==> src/rtl/layer_collector.sv <==
`default_nettype none
// ============================================================================
// Module      : layer_collector
// Description : Gathers SIZE serial neuron samples into one parallel frame
//               and presents it on a valid/ready output register. Sticky
//               flags record dropped frames (overrun) and frames restarted
//               part-way through (restart_err).
//               Optional feature macro LAYER_COLLECTOR_ARGMAX_EN adds a
//               registered argmax_idx output (unsigned compare, lowest
//               index wins on ties).
// Revision    : 1.0 - initial release
// ============================================================================
module layer_collector #(
    parameter int SIZE     = 3,
    parameter int BIT_SIZE = 1
) (
    input  logic                     clk,
    input  logic                     rst,
    input  logic [BIT_SIZE-1:0]      y_in,
    input  logic                     frame_start,
    output logic [SIZE*BIT_SIZE-1:0] out_vec,
    output logic                     out_valid,
    input  logic                     out_ready,
    output logic                     overrun,
    output logic                     restart_err
`ifdef LAYER_COLLECTOR_ARGMAX_EN
    ,
    output logic [$clog2(SIZE)-1:0]  argmax_idx
`endif
);

    localparam int c_CNT_W = $clog2(SIZE) + 1;
    localparam int c_IDX_W = $clog2(SIZE);
    localparam logic [c_CNT_W-1:0] c_LAST = c_CNT_W'(SIZE - 1);
    localparam logic [c_CNT_W-1:0] c_ONE  = c_CNT_W'(1);

    typedef enum logic [0:0] {
        S_IDLE    = 1'b0,
        S_COLLECT = 1'b1
    } state_t;

    state_t               r_state;
    state_t               w_state_next;
    logic [c_CNT_W-1:0]   r_cnt;
    logic [c_CNT_W-1:0]   w_cnt_next;
    logic                 w_capture;
    logic [c_CNT_W-1:0]   w_slot;
    logic                 w_complete;
    logic                 w_restart;
    logic                 w_load;
    logic                 w_drop;
    logic [SIZE*BIT_SIZE-1:0] w_frame;

    // The last sample of a frame goes straight into out_vec, so the
    // collect buffer only needs to hold slots 0..SIZE-2.
    logic [BIT_SIZE-1:0]  r_buf [SIZE-1];

    // State and sample-counter register
    always_ff @(posedge clk or posedge rst) begin
        if (rst) begin
            r_state <= S_IDLE;
            r_cnt   <= '0;
        end else begin
            r_state <= w_state_next;
            r_cnt   <= w_cnt_next;
        end
    end

    // Next-state and capture control; a frame_start always wins and
    // restarts the frame at slot 0
    always_comb begin
        w_state_next = r_state;
        w_cnt_next   = r_cnt;
        w_capture    = 1'b0;
        w_slot       = '0;
        w_complete   = 1'b0;
        w_restart    = 1'b0;
        case (r_state)
            S_IDLE: begin
                if (frame_start) begin
                    w_capture    = 1'b1;
                    w_slot       = '0;
                    w_cnt_next   = c_ONE;
                    w_state_next = S_COLLECT;
                end
            end
            S_COLLECT: begin
                w_capture = 1'b1;
                if (frame_start) begin
                    w_slot     = '0;
                    w_cnt_next = c_ONE;
                    w_restart  = 1'b1;
                end else begin
                    w_slot = r_cnt;
                    if (r_cnt == c_LAST) begin
                        w_complete   = 1'b1;
                        w_cnt_next   = '0;
                        w_state_next = S_IDLE;
                    end else begin
                        w_cnt_next = r_cnt + c_ONE;
                    end
                end
            end
            default: begin
                w_state_next = S_IDLE;
                w_cnt_next   = '0;
            end
        endcase
    end

    // A completed frame is taken if the output slot is free or being
    // emptied this very cycle; otherwise it is dropped
    assign w_load = w_complete && (!out_valid || out_ready);
    assign w_drop = w_complete && out_valid && !out_ready;

    // Per-slot collect buffer and assembly of the outgoing frame
    generate
        for (genvar gi = 0; gi < SIZE - 1; gi++) begin : g_slot
            // Store the sample addressed to this slot
            always_ff @(posedge clk or posedge rst) begin
                if (rst) begin
                    r_buf[gi] <= '0;
                end else if (w_capture && (w_slot == c_CNT_W'(gi))) begin
                    r_buf[gi] <= y_in;
                end
            end
            assign w_frame[gi*BIT_SIZE +: BIT_SIZE] = r_buf[gi];
        end
    endgenerate

    assign w_frame[(SIZE-1)*BIT_SIZE +: BIT_SIZE] = y_in;

    // Output register, valid handshake and sticky error flags
    always_ff @(posedge clk or posedge rst) begin
        if (rst) begin
            out_vec     <= '0;
            out_valid   <= 1'b0;
            overrun     <= 1'b0;
            restart_err <= 1'b0;
        end else begin
            if (w_load) begin
                out_vec   <= w_frame;
                out_valid <= 1'b1;
            end else if (out_valid && out_ready) begin
                out_valid <= 1'b0;
            end
            if (w_drop) begin
                overrun <= 1'b1;
            end
            if (w_restart) begin
                restart_err <= 1'b1;
            end
        end
    end

`ifdef LAYER_COLLECTOR_ARGMAX_EN
    logic [c_IDX_W-1:0]  w_argmax;
    logic [BIT_SIZE-1:0] w_max;

    // Unsigned running maximum; strict greater-than keeps the lowest index on ties
    always_comb begin
        w_argmax = '0;
        w_max    = w_frame[BIT_SIZE-1:0];
        for (int i = 1; i < SIZE; i++) begin
            if (w_frame[i*BIT_SIZE +: BIT_SIZE] > w_max) begin
                w_max    = w_frame[i*BIT_SIZE +: BIT_SIZE];
                w_argmax = c_IDX_W'(i);
            end
        end
    end

    // Argmax is registered in the same cycle as out_vec
    always_ff @(posedge clk or posedge rst) begin
        if (rst) begin
            argmax_idx <= '0;
        end else if (w_load) begin
            argmax_idx <= w_argmax;
        end
    end
`endif

endmodule
`default_nettype wire

==> config.mk <==
export PLATFORM = sky130hd
export DESIGN_NAME = layer_collector
export DESIGN_NICKNAME = d
export VERILOG_FILES = /design/src/rtl/layer_collector.sv
export SDC_FILE = /design/constraint.sdc
export NUM_CORES = 1
export LEC_CHECK = 0
export BUFFER_PORTS_ARGS = -buffer_cell sky130_fd_sc_hd__clkbuf_2
export CAP_MARGIN = 40
export CORE_UTILIZATION = 33
export CTS_BUF_LIST = sky130_fd_sc_hd__clkbuf_16
export DETAILED_ROUTE_END_ITERATION = 12
export HOLD_SLACK_MARGIN = 0.05
export PLACE_DENSITY = 0.62
export SLEW_MARGIN = 15
export SYNTH_ARGS = -nofsm -noshare
export SYNTH_HDL_FRONTEND = slang
export SYNTH_SLANG_ARGS = --single-unit
==> constraint.sdc <==
create_clock -name clk -period 1.8 [get_ports clk]
set_clock_uncertainty 0.05 [all_clocks]
set_input_delay 0.36 -clock clk [delete_from_list [all_inputs] [get_ports clk]]
set_output_delay 0.36 -clock clk [all_outputs]
set_load 0.02 [all_outputs]
; Word-level counts from Yosys, hierarchy flattened
; Cells that the tools add are included.
[classes]
reduce_logical = 11
n_mux = 17
addsub = 1
n_eq_ne = 3
n_bitwise = 1
[ops]
columns = cell, count
row1 = 3-bit two-way mux, 4
row2 = 3-bit case mux with 2 select lines, 2
row3 = 1-bit two-way mux, 9
row4 = 1-bit logical AND, 6
row5 = 1-bit case mux with 2 select lines, 2
row6 = 3-bit by 1-bit adder with 3-bit output (second input constant), 1
row7 = 3-bit by 1-bit == test with 1-bit output (second input constant), 1
row8 = 3-bit by 2-bit == test with 1-bit output (second input constant), 1
row9 = 3-bit logical NOT, 1
row10 = 1-bit logical NOT, 2
row11 = 2-bit inequality test (second input constant), 1
row12 = 2-bit nonzero test, 1
row13 = 1-bit logical OR, 1
row14 = 1-bit NOT, 1
[totals]
wordCells = 41
register_bits = 12
output_inout_bits = 6
input_bits = 5

; Logic depth before layout (Yosys ltp)
; Gate-level depths: netlist (run 1).
[logic_depth]
ltp_word = 6
depth_mapped = 4
depth_no_buf = 3

; Worst setup path after synthesis (run 1)
; OpenSTA, ideal clock, no wires.
[synth_timing]
kind = register to register
start = reg out_valid
end = reg out_vec[0]
period_less_slack_ps = 1346
n_path_buf = 0
t_required_ps = 1622
t_arrival_ps = 1169
setup_time_ps = 128
stages_incl_launch_ff = 4
slack_ps = 454
path_cell_list = dfrtp_1 -> or2b_2 -> nand3_2 -> mux2_1
[synth_between]
elab_chain_cells = 3
[synth_lines]
columns = item, line
row1 = "start, declared", 22  ; output logic out_valid,
row2 = "start signal, assigned", 137  ; out_valid <= 1'b0;
row3 = "start signal, assigned", 143  ; out_valid <= 1'b1;
row4 = "start signal, assigned", 145  ; out_valid <= 1'b0;
row5 = 1-bit logical NOT, 113  ; assign w_load = w_complete && (!out_valid || out_ready);
row6 = 1-bit logical OR, 113
row7 = 1-bit logical AND, 113
row8 = "end signal, assigned", 142  ; out_vec <= w_frame;
row9 = "end, declared", 21  ; output logic [SIZE*BIT_SIZE-1:0] out_vec,
; No other way between the ends.
; A chain may end at the register's enable or synchronous reset.

; Worst setup path in the final report (run 1)
[layout_timing]
start = reg r_cnt[0]
end = reg out_vec[0]
[layout_between]
elab_chain_cells = 5
[layout_lines]
columns = item, line
row1 = "start, declared", 44  ; logic [c_CNT_W-1:0] r_cnt;
row2 = "start signal, assigned", 65  ; r_cnt <= w_cnt_next;
row3 = 3-bit by 2-bit == test with 1-bit output, 95  ; if (r_cnt == c_LAST) begin
row4 = 1-bit two-way mux, 95
row5 = 1-bit two-way mux, 89  ; if (frame_start) begin
row6 = 1-bit two-way mux, 78  ; case (r_state)
row7 = 1-bit logical AND, 113
; No other way between the ends.

==> report_table.html, run 1 <==
<table>
<tr><th>Metric</th><th>Value</th></tr>
<tr><th colspan="2">Place</th></tr>
<tr><td>Number of port buffers</td><td>10</td></tr>
<tr><td>Routability congestion estimate from global placement</td><td>between 0.7 and 0.8</td></tr>
<tr><td>Dpl cells</td><td>68</td></tr>
<tr><td>Placed wire-length estimate after detailed placement</td><td>approximately 670 µm</td></tr>
<tr><th colspan="2">Route</th></tr>
<tr><td>Pre-Repair DR Iteration Count</td><td>4</td></tr>
<tr><td>Detailed Route Iter0 Violations</td><td>9</td></tr>
<tr><td>Wire length per cell</td><td>13.2 µm</td></tr>
<tr><td>DRT antenna net count</td><td>0</td></tr>
<tr><td>Routed via count</td><td>between 300 and 400</td></tr>
<tr><td>Total detailed-routing wirelength</td><td>~940 µm</td></tr>
<tr><td>Via-per-instance ratio</td><td>~5</td></tr>
<tr><td>Remaining design rule violation count</td><td>0</td></tr>
<tr><th colspan="2">Cells and area</th></tr>
<tr><td>Fin cells</td><td>71</td></tr>
<tr><td>Number of inserted filler cells in the final layout</td><td>between 100 and 150</td></tr>
<tr><td>Share of cells above drive strength 1</td><td>roughly 33%</td></tr>
<tr><td>Number of nets in the layout</td><td>between 60 and 70</td></tr>
<tr><td>Area used by sequential logic in the layout</td><td>about 300 µm²</td></tr>
<tr><td>Leading cell type in the layout, fill and taps excluded</td><td>dfrtp_1</td></tr>
<tr><td>Antenna Cells</td><td>0</td></tr>
<tr><td>Area growth from synthesis to layout</td><td>25.1%</td></tr>
<tr><td>Highest-count cells in the layout ignoring fill and taps</td><td>dfrtp_1, clkbuf_2</td></tr>
<tr><td>Footprint of the multi-input gates</td><td>~210 µm²</td></tr>
<tr><th colspan="2">STA</th></tr>
<tr><td>Worst-Margin Slew</td><td>about 0.47 ns</td></tr>
<tr><td>Post-route clock period utilization</td><td>between 70% and 80%</td></tr>
<tr><td>Relative slew slack</td><td>between 60% and 70%</td></tr>
<tr><td>Minimum period implied by the final worst setup slack</td><td>1.36 ns</td></tr>
<tr><td>Setup repair after global routing missed its margin</td><td>false</td></tr>
<tr><td>Final setup violation count</td><td>0</td></tr>
<tr><td>Max Slew Vio Count</td><td>0</td></tr>
<tr><td>Setup total negative slack</td><td>0 ns</td></tr>
<tr><td>Final Hold Vio Count</td><td>0</td></tr>
<tr><td>FMAX</td><td>around 740 MHz</td></tr>
<tr><th colspan="2">Setup path</th></tr>
<tr><td>CP required</td><td>1.86 ns</td></tr>
<tr><td>Kind of start point of the critical path</td><td>register</td></tr>
<tr><td>Maximum fanout encountered on the critical timing path</td><td>8</td></tr>
<tr><td>Number of buffer and inverter stages on the critical path</td><td>0</td></tr>
<tr><td>Worst-path cell chain</td><td>nor3b_4 -&gt; nand3_2 -&gt; mux2_1</td></tr>
<tr><td>Worst path slowest cell</td><td>dfrtp_1</td></tr>
<tr><td>Number of cells on the worst reg-to-reg path</td><td>3</td></tr>
<tr><td>Kind of critical path</td><td>register to register</td></tr>
<tr><td>Delay of the slowest critical-path stage</td><td>about 0.47 ns</td></tr>
<tr><td>Element type at the critical path end</td><td>register</td></tr>
<tr><td>Cell family with the largest share of critical-path delay</td><td>flip-flops</td></tr>
<tr><td>Data arrival time of the critical path</td><td>~1.4 ns</td></tr>
<tr><td>Instance count on the critical path</td><td>3</td></tr>
<tr><th colspan="2">Global route</th></tr>
<tr><td>Wire length of the first global-routing pass</td><td>between 1500 and 2000 µm</td></tr>
<tr><td>Via count of the first global-routing pass</td><td>roughly 360</td></tr>
<tr><td>Antenna violations before repair</td><td>0</td></tr>
<tr><td>Largest net degree at the start of global routing</td><td>13</td></tr>
<tr><td>Gr usage total</td><td>approximately an eighth</td></tr>
<tr><td>Total global routing overflow</td><td>0</td></tr>
<tr><th colspan="2">Synth</th></tr>
<tr><td>Synth Cell Area</td><td>approximately 530 µm²</td></tr>
<tr><td>Net count after synthesis</td><td>49</td></tr>
<tr><td>Cell type with the largest total area after synthesis</td><td>dfrtp_1</td></tr>
<tr><td>Yosys warns</td><td>0</td></tr>
<tr><td>Area fraction of the dominant cell type after synthesis</td><td>between 50% and 60%</td></tr>
<tr><td>Syn Inst Count</td><td>44</td></tr>
<tr><td>Flop and latch count out of synthesis</td><td>12</td></tr>
<tr><td>Part of the Yosys area used for sequential elements</td><td>~57%</td></tr>
<tr><td>Largest cells by area after synthesis</td><td>dfrtp_1, mux2_1, mux2_2</td></tr>
<tr><td>Unique masters post-synth</td><td>22</td></tr>
<tr><td>Mean instance size in the synthesized netlist</td><td>about 12 µm²</td></tr>
<tr><th colspan="2">Min path</th></tr>
<tr><td>Worst min-delay path category</td><td>input pin to async pin</td></tr>
<tr><th colspan="2">Floorplanning</th></tr>
<tr><td>Starting density of the core</td><td>between 30% and 40%</td></tr>
<tr><td>Io pins</td><td>11</td></tr>
<tr><td>Width of the die</td><td>around 42 µm</td></tr>
<tr><td>Row Count</td><td>14</td></tr>
<tr><td>Die Ht</td><td>42.0 µm</td></tr>
<tr><td>Core Region</td><td>around 0.0015 mm²</td></tr>
<tr><td>Full die area</td><td>around 0.0018 mm²</td></tr>
<tr><th colspan="2">Power and ir drop</th></tr>
<tr><td>Maximum resistive drop on vdd</td><td>a little over 600 µV</td></tr>
<tr><td>Total power after layout</td><td>around 1.0 mW</td></tr>
<tr><td>Total power density per cell area</td><td>around 1500 mW/mm²</td></tr>
<tr><td>Reported leakage power</td><td>roughly 0.31 nW</td></tr>
<tr><th colspan="2">Clocking</th></tr>
<tr><td>Clock Root Buffer</td><td>clkbuf_16</td></tr>
<tr><td>Total clock sinks</td><td>12</td></tr>
<tr><td>Buffer depth of the longest clock path</td><td>2</td></tr>
<tr><td>Register clock-pin slew on the reported worst setup and hold paths</td><td>roughly 0.04 ns</td></tr>
<tr><td>Post_cts resized</td><td>0</td></tr>
<tr><td>Total setup buffers inserted after CTS</td><td>0</td></tr>
<tr><td>Hold bufs inserted after CTS</td><td>0</td></tr>
<tr><td>Insertion delay of the later-clocked pin in the worst-skew pair</td><td>0.24 ns</td></tr>
<tr><td>Number of buffers created by CTS</td><td>3</td></tr>
<tr><td>Clock tree from TritonCTS</td><td>built</td></tr>
<tr><td>Number of H-tree branching levels</td><td>1</td></tr>
<tr><th colspan="2">Outcome</th></tr>
<tr><td>Status</td><td>finished clean</td></tr>
<tr><th colspan="2">Flow run</th></tr>
<tr><td>Total of max-cap violations</td><td>0</td></tr>
</table>
logic make-up after synthesis:
family | Yosys count | synth area share [%]
xor+xnor | 1 | 1.66
buf+inv | 5 | 4.49
flops | 12 | 56.7
compound gates | 8 | 10.4
mux | 5 | 10.6
simple gates | 13 | 16.1
Yosys cell counts:
| cell type | n |
|---|---|
| a21o_1 | 1 |
| a21oi_1 | 2 |
| a311oi_1 | 1 |
| a31oi_1 | 1 |
| and2b_1 | 1 |
| buf_4 | 1 |
| clkbuf_2 | 1 |
| dfrtp_1 | 12 |
| inv_1 | 3 |
| mux2_1 | 3 |
| mux2_2 | 2 |
| nand2_1 | 2 |
| nand2b_1 | 1 |
| nand3_1 | 2 |
| nand3_2 | 1 |
| nor2_1 | 3 |
| nor3_1 | 1 |
| nor3b_4 | 1 |
| o21bai_1 | 2 |
| o31ai_1 | 1 |
| or2b_2 | 1 |
| xor2_1 | 1 |
per-layer routing:
| layer | up-vias | wire length, µm | track usage, % |
|---|---|---|---|
| met5 | - | 0 | 0 |
| met4 | 0 | 15 | 7.50 |
| met3 | 2 | 33 | 3.88 |
| met2 | 10 | 410 | 17.8 |
| met1 | 165 | 476 | 16.7 |
| li1 | 176 | - | - |
sequential cells by signal (all words and copies together), names as in the netlist:
register and flops:
r_cnt 3, r_state 1, r_buf 2, restart_err 1, out_vec 3, overrun 1, out_valid 1
path summary, 6_finish.rpt:
check / from / endpoint / slack, ns
worst max-delay path: r_cnt[0] / out_vec[0] / 0.44
worst min register to register: restart_err / restart_err / 0.40
min in group clk: y_in / out_vec[2] / 0.32
worst min-delay path: rst / overrun / 0.06
worst max register to register: r_cnt[0] / out_vec[0] / 0.44
max in group asynchronous: rst / out_valid / 1.32
power breakdown:
part	switching (mW)	internal [mW]	leakage, nW
clock network	0.104	0.288	0.0370
logic	0.121	0.0978	0.135
registers	0.0661	0.344	0.142
total	0.291	0.730	0.314
per-stage QoR:
step                      cell area (µm²)  util [%]  setup WS (ns)  hold slack (ns)
after global placement                587      39.0          0.430            0.315
after detailed placement              587      39.0          0.431            0.336
after floorplan                       529         -          0.454            0.175
final                                 662      43.9          0.443           0.0636
after CTS                             662      43.9          0.440           0.0791
after global routing                  662      43.9          0.348            0.119
cell type report:
class                   count  area share (%)
inverters                   3            1.70
clock buffers               3            11.3
multi-input cells          27            31.0
flip-flops and latches     12            45.4
well taps                  16            3.02
repair buffers             10            7.56
(Power assumes the default switching activity.)
==> run 2: changes to the inputs <==
--- a/config.mk
+++ b/config.mk
@@ -11,7 +11,7 @@
 export CTS_BUF_LIST = sky130_fd_sc_hd__clkbuf_16
 export DETAILED_ROUTE_END_ITERATION = 12
 export HOLD_SLACK_MARGIN = 0.05
-export PLACE_DENSITY = 0.62
+export PLACE_DENSITY = 0.64
 export SLEW_MARGIN = 15
 export SYNTH_ARGS = -nofsm -noshare
 export SYNTH_HDL_FRONTEND = slang
==> constraint.sdc (replaced) <==
create_clock -name clk -period 1.21 [get_ports clk]
set_clock_uncertainty 0.05 [all_clocks]
set_input_delay 0.242 -clock clk [delete_from_list [all_inputs] [get_ports clk]]
set_output_delay 0.242 -clock clk [all_outputs]
set_load 0.02 [all_outputs]
==> run 2 against run 1 <==
The run now ends with DRC, setup timing left; critical path depth unchanged; largest cell class unchanged; cell count grew 17%; first-iteration DRC count is 56% lower; core utilization increased by 8.6 points; critical endpoint is now out_vec[1]; setup slack worse by 0.52 ns; worst hold slack improved by 0.16 ns; highest routed layer unchanged; non-clock buffer count grew 11; wire length increased by 4.8%; clock power grew 54%.
==> report_table.html, run 2 (same netlist as run 1, synthesis figures left out) <==
<table>
<tr><th>Metric</th><th>Value</th></tr>
<tr><th colspan="2">Outcome</th></tr>
<tr><td>Status</td><td>finished, violations left (was finished clean)</td></tr>
<tr><td>Failing checks</td><td>DRC, setup timing</td></tr>
<tr><th colspan="2">Min path</th></tr>
<tr><td>Worst min-delay path category</td><td>input pin to register (was input pin to async pin)</td></tr>
<tr><th colspan="2">STA</th></tr>
<tr><td>Relative slew slack</td><td>70.7% (was 68.6%)</td></tr>
<tr><td>Post-route clock period utilization</td><td>107% (was 75.4%)</td></tr>
<tr><td>Final Hold Vio Count</td><td>0 (unchanged)</td></tr>
<tr><td>Final Worst Setup Slack</td><td>-0.0792 ns (was 0.443 ns)</td></tr>
<tr><td>Setup repair after global routing missed its margin</td><td>true (was false)</td></tr>
<tr><td>Max Slew Vio Count</td><td>0 (unchanged)</td></tr>
<tr><td>Minimum period implied by the final worst setup slack</td><td>1.29 ns (was 1.36 ns)</td></tr>
<tr><td>FMAX</td><td>776 MHz (was 737 MHz)</td></tr>
<tr><td>Final Hold Slack</td><td>0.228 ns (was 0.0636 ns)</td></tr>
<tr><td>Setup total negative slack</td><td>-0.232 ns (was 0 ns)</td></tr>
<tr><td>Worst-Margin Slew</td><td>0.439 ns (was 0.471 ns)</td></tr>
<tr><td>Final setup violation count</td><td>3 (was 0)</td></tr>
<tr><th colspan="2">Cells and area</th></tr>
<tr><td>Number of nets in the layout</td><td>73 (was 62)</td></tr>
<tr><td>Highest-count cells in the layout ignoring fill and taps</td><td>clkbuf_2, dfrtp_1, buf_4 (was dfrtp_1, clkbuf_2)</td></tr>
<tr><td>Largest registers</td><td>out_vec (3), r_cnt (3), r_buf (2) (unchanged)</td></tr>
<tr><td>Share of cells above drive strength 1</td><td>55.2% (was 32.7%)</td></tr>
<tr><td>Antenna Cells</td><td>0 (unchanged)</td></tr>
<tr><td>Area growth from synthesis to layout</td><td>49.6% (was 25.1%)</td></tr>
<tr><th colspan="2">Route</th></tr>
<tr><td>Wire length per cell</td><td>11.8 µm (was 13.2 µm)</td></tr>
<tr><td>Via-per-instance ratio</td><td>4.76 (was 4.97)</td></tr>
<tr><td>Total detailed-routing wirelength</td><td>980 µm (was 935 µm)</td></tr>
<tr><td>Detailed Route Iter0 Violations</td><td>4 (was 9)</td></tr>
<tr><td>Remaining design rule violation count</td><td>1 (was 0)</td></tr>
<tr><td>Routed via count</td><td>395 (was 353)</td></tr>
<tr><td>DRT antenna net count</td><td>0 (unchanged)</td></tr>
<tr><td>Pre-Repair DR Iteration Count</td><td>7 (was 4)</td></tr>
<tr><th colspan="2">Power and ir drop</th></tr>
<tr><td>Total power after layout</td><td>1.69 mW (was 1.02 mW)</td></tr>
<tr><td>Maximum resistive drop on vdd</td><td>1670 µV (was 620 µV)</td></tr>
<tr><td>Total power density per cell area</td><td>2130 mW/mm² (was 1540 mW/mm²)</td></tr>
<tr><td>Reported leakage power</td><td>0.389 nW (was 0.314 nW)</td></tr>
<tr><th colspan="2">Global route</th></tr>
<tr><td>Antenna violations before repair</td><td>0 (unchanged)</td></tr>
<tr><td>Total global routing overflow</td><td>0 (unchanged)</td></tr>
<tr><td>Largest net degree at the start of global routing</td><td>13 (unchanged)</td></tr>
<tr><td>Via count of the first global-routing pass</td><td>397 (was 361)</td></tr>
<tr><td>Wire length of the first global-routing pass</td><td>1750 µm (was 1590 µm)</td></tr>
<tr><td>Gr usage total</td><td>14.2% (was 12.5%)</td></tr>
<tr><th colspan="2">Setup path</th></tr>
<tr><td>Data arrival time of the critical path</td><td>1.36 ns (was 1.42 ns)</td></tr>
<tr><td>Cell family with the largest share of critical-path delay</td><td>flip-flops (unchanged)</td></tr>
<tr><td>Slack of the worst reg-to-reg path</td><td>-0.08 ns (was 0.44 ns)</td></tr>
<tr><td>Maximum fanout encountered on the critical timing path</td><td>4 (was 8)</td></tr>
<tr><td>Worst path slowest cell</td><td>dfrtp_2 (was dfrtp_1)</td></tr>
<tr><td>Element type at the critical path end</td><td>register (unchanged)</td></tr>
<tr><td>CP required</td><td>1.28 ns (was 1.86 ns)</td></tr>
<tr><td>Kind of critical path</td><td>register to register (unchanged)</td></tr>
<tr><td>Worst-path cell chain</td><td>nor3b_4 -&gt; nand3_4 -&gt; mux2_4 (was nor3b_4 -&gt; nand3_2 -&gt; mux2_1)</td></tr>
<tr><td>Delay of the slowest critical-path stage</td><td>0.43 ns (was 0.47 ns)</td></tr>
<tr><td>Kind of start point of the critical path</td><td>register (unchanged)</td></tr>
<tr><td>Number of buffer and inverter stages on the critical path</td><td>0 (unchanged)</td></tr>
<tr><th colspan="2">Place</th></tr>
<tr><td>Placed wire-length estimate after detailed placement</td><td>713 µm (was 667 µm)</td></tr>
<tr><td>Routability congestion estimate from global placement</td><td>0.760 (was 0.724)</td></tr>
<tr><td>Number of port buffers</td><td>10 (unchanged)</td></tr>
<tr><th colspan="2">Clocking</th></tr>
<tr><td>Number of buffers created by CTS</td><td>3 (unchanged)</td></tr>
<tr><td>Number of H-tree branching levels</td><td>1 (unchanged)</td></tr>
<tr><td>Clock Root Buffer</td><td>clkbuf_16 (unchanged)</td></tr>
<tr><td>Register clock-pin slew on the reported worst setup and hold paths</td><td>0.04 ns (about the same)</td></tr>
<tr><td>Clock tree from TritonCTS</td><td>built (unchanged)</td></tr>
<tr><td>Total clock sinks</td><td>12 (unchanged)</td></tr>
<tr><td>Buffer depth of the longest clock path</td><td>2 (unchanged)</td></tr>
<tr><td>Insertion delay of the later-clocked pin in the worst-skew pair</td><td>0.24 ns (about the same)</td></tr>
<tr><th colspan="2">Floorplanning</th></tr>
<tr><td>Width of the die</td><td>42.0 µm (unchanged)</td></tr>
<tr><td>Io pins</td><td>11 (unchanged)</td></tr>
<tr><td>Starting density of the core</td><td>35.1% (unchanged)</td></tr>
<tr><td>Row Count</td><td>14 (unchanged)</td></tr>
<tr><td>Die Ht</td><td>42.0 µm (unchanged)</td></tr>
<tr><td>Core Region</td><td>0.00151 mm² (unchanged)</td></tr>
<tr><td>Full die area</td><td>0.00177 mm² (unchanged)</td></tr>
<tr><th colspan="2">Flow run</th></tr>
<tr><td>Total of max-cap violations</td><td>0 (unchanged)</td></tr>
</table>
run 2: changes by cell type in the layout (fill, tap and decap cells not counted), moves of 2 or more:
| cell | change |
|---|---|
| buf_4 | +10 |
| mux2_4 | +4 |
| mux2_1 | -3 |
| dfrtp_1 | -2 |
| dfrtp_2 | +2 |
run 2: final timing paths:
check,from,end,depth (start not counted)
max,r_cnt[2],out_vec[1],3
min,y_in,out_vec[2],2
max reg2reg,r_cnt[2],out_vec[1],3
min reg2reg,restart_err,restart_err,1
max in group asynchronous,rst,r_cnt[0],3
min in group asynchronous,rst,out_valid,3
run 2: final cells by class:
type / count / area [µm²]
fill: 131 / 714
sequential: 12 / 303
multi-input combinational: 27 / 244
timing repair buffer: 21 / 135
clock buffer: 3 / 75.1
tap: 16 / 20.0
inverter: 3 / 11.3
clock inverter: 1 / 3.75
run 2: worst register-to-register path, delay by kind of cell, from the launching register on:
family / cells / cell delay, ns
simple gates: 2 / 0.38
mux: 1 / 0.31
flops: 1 / 0.43
run 2: power breakdown:
group | internal (mW) | total [mW] | leakage (nW) | switching (mW)
Combinational | 0.257 | 0.486 | 0.210 | 0.229
Clock | 0.434 | 0.604 | 0.0385 | 0.169
Sequential | 0.515 | 0.597 | 0.140 | 0.0825
run 2: metrics by stage:
step | instances | cell area [µm²] | setup WS [ns] | utilization, %
after floorplan | 44 | 543 | -0.0909 | -
after detailed placement | 76 | 657 | -0.0780 | 43.6
after CTS | 81 | 758 | -0.0854 | 50.3
after global placement | 76 | 657 | -0.0587 | 43.6
after global routing | 83 | 792 | -0.131 | 52.6
final | 83 | 792 | -0.0792 | 52.6
run 2: timing repair:
action / 4_1_cts / 5_1_grt
hold buffers: 1 / 0
hold endpoints to repair: 12 / 0
resized for setup: 4 / 6
endpoints found under the setup margin: 3 / 6
buffers inserted: 0 / 2
pin swaps: 2 / 4
run 2: per-layer routing:
metal  track usage (%)  vias up  wire length (µm)
met1              17.7      184               492
li1                  -      198                 -
met4              7.50        0                26
met5                 0        -                 0
met3              7.76        2                54
met2              19.7       11               406
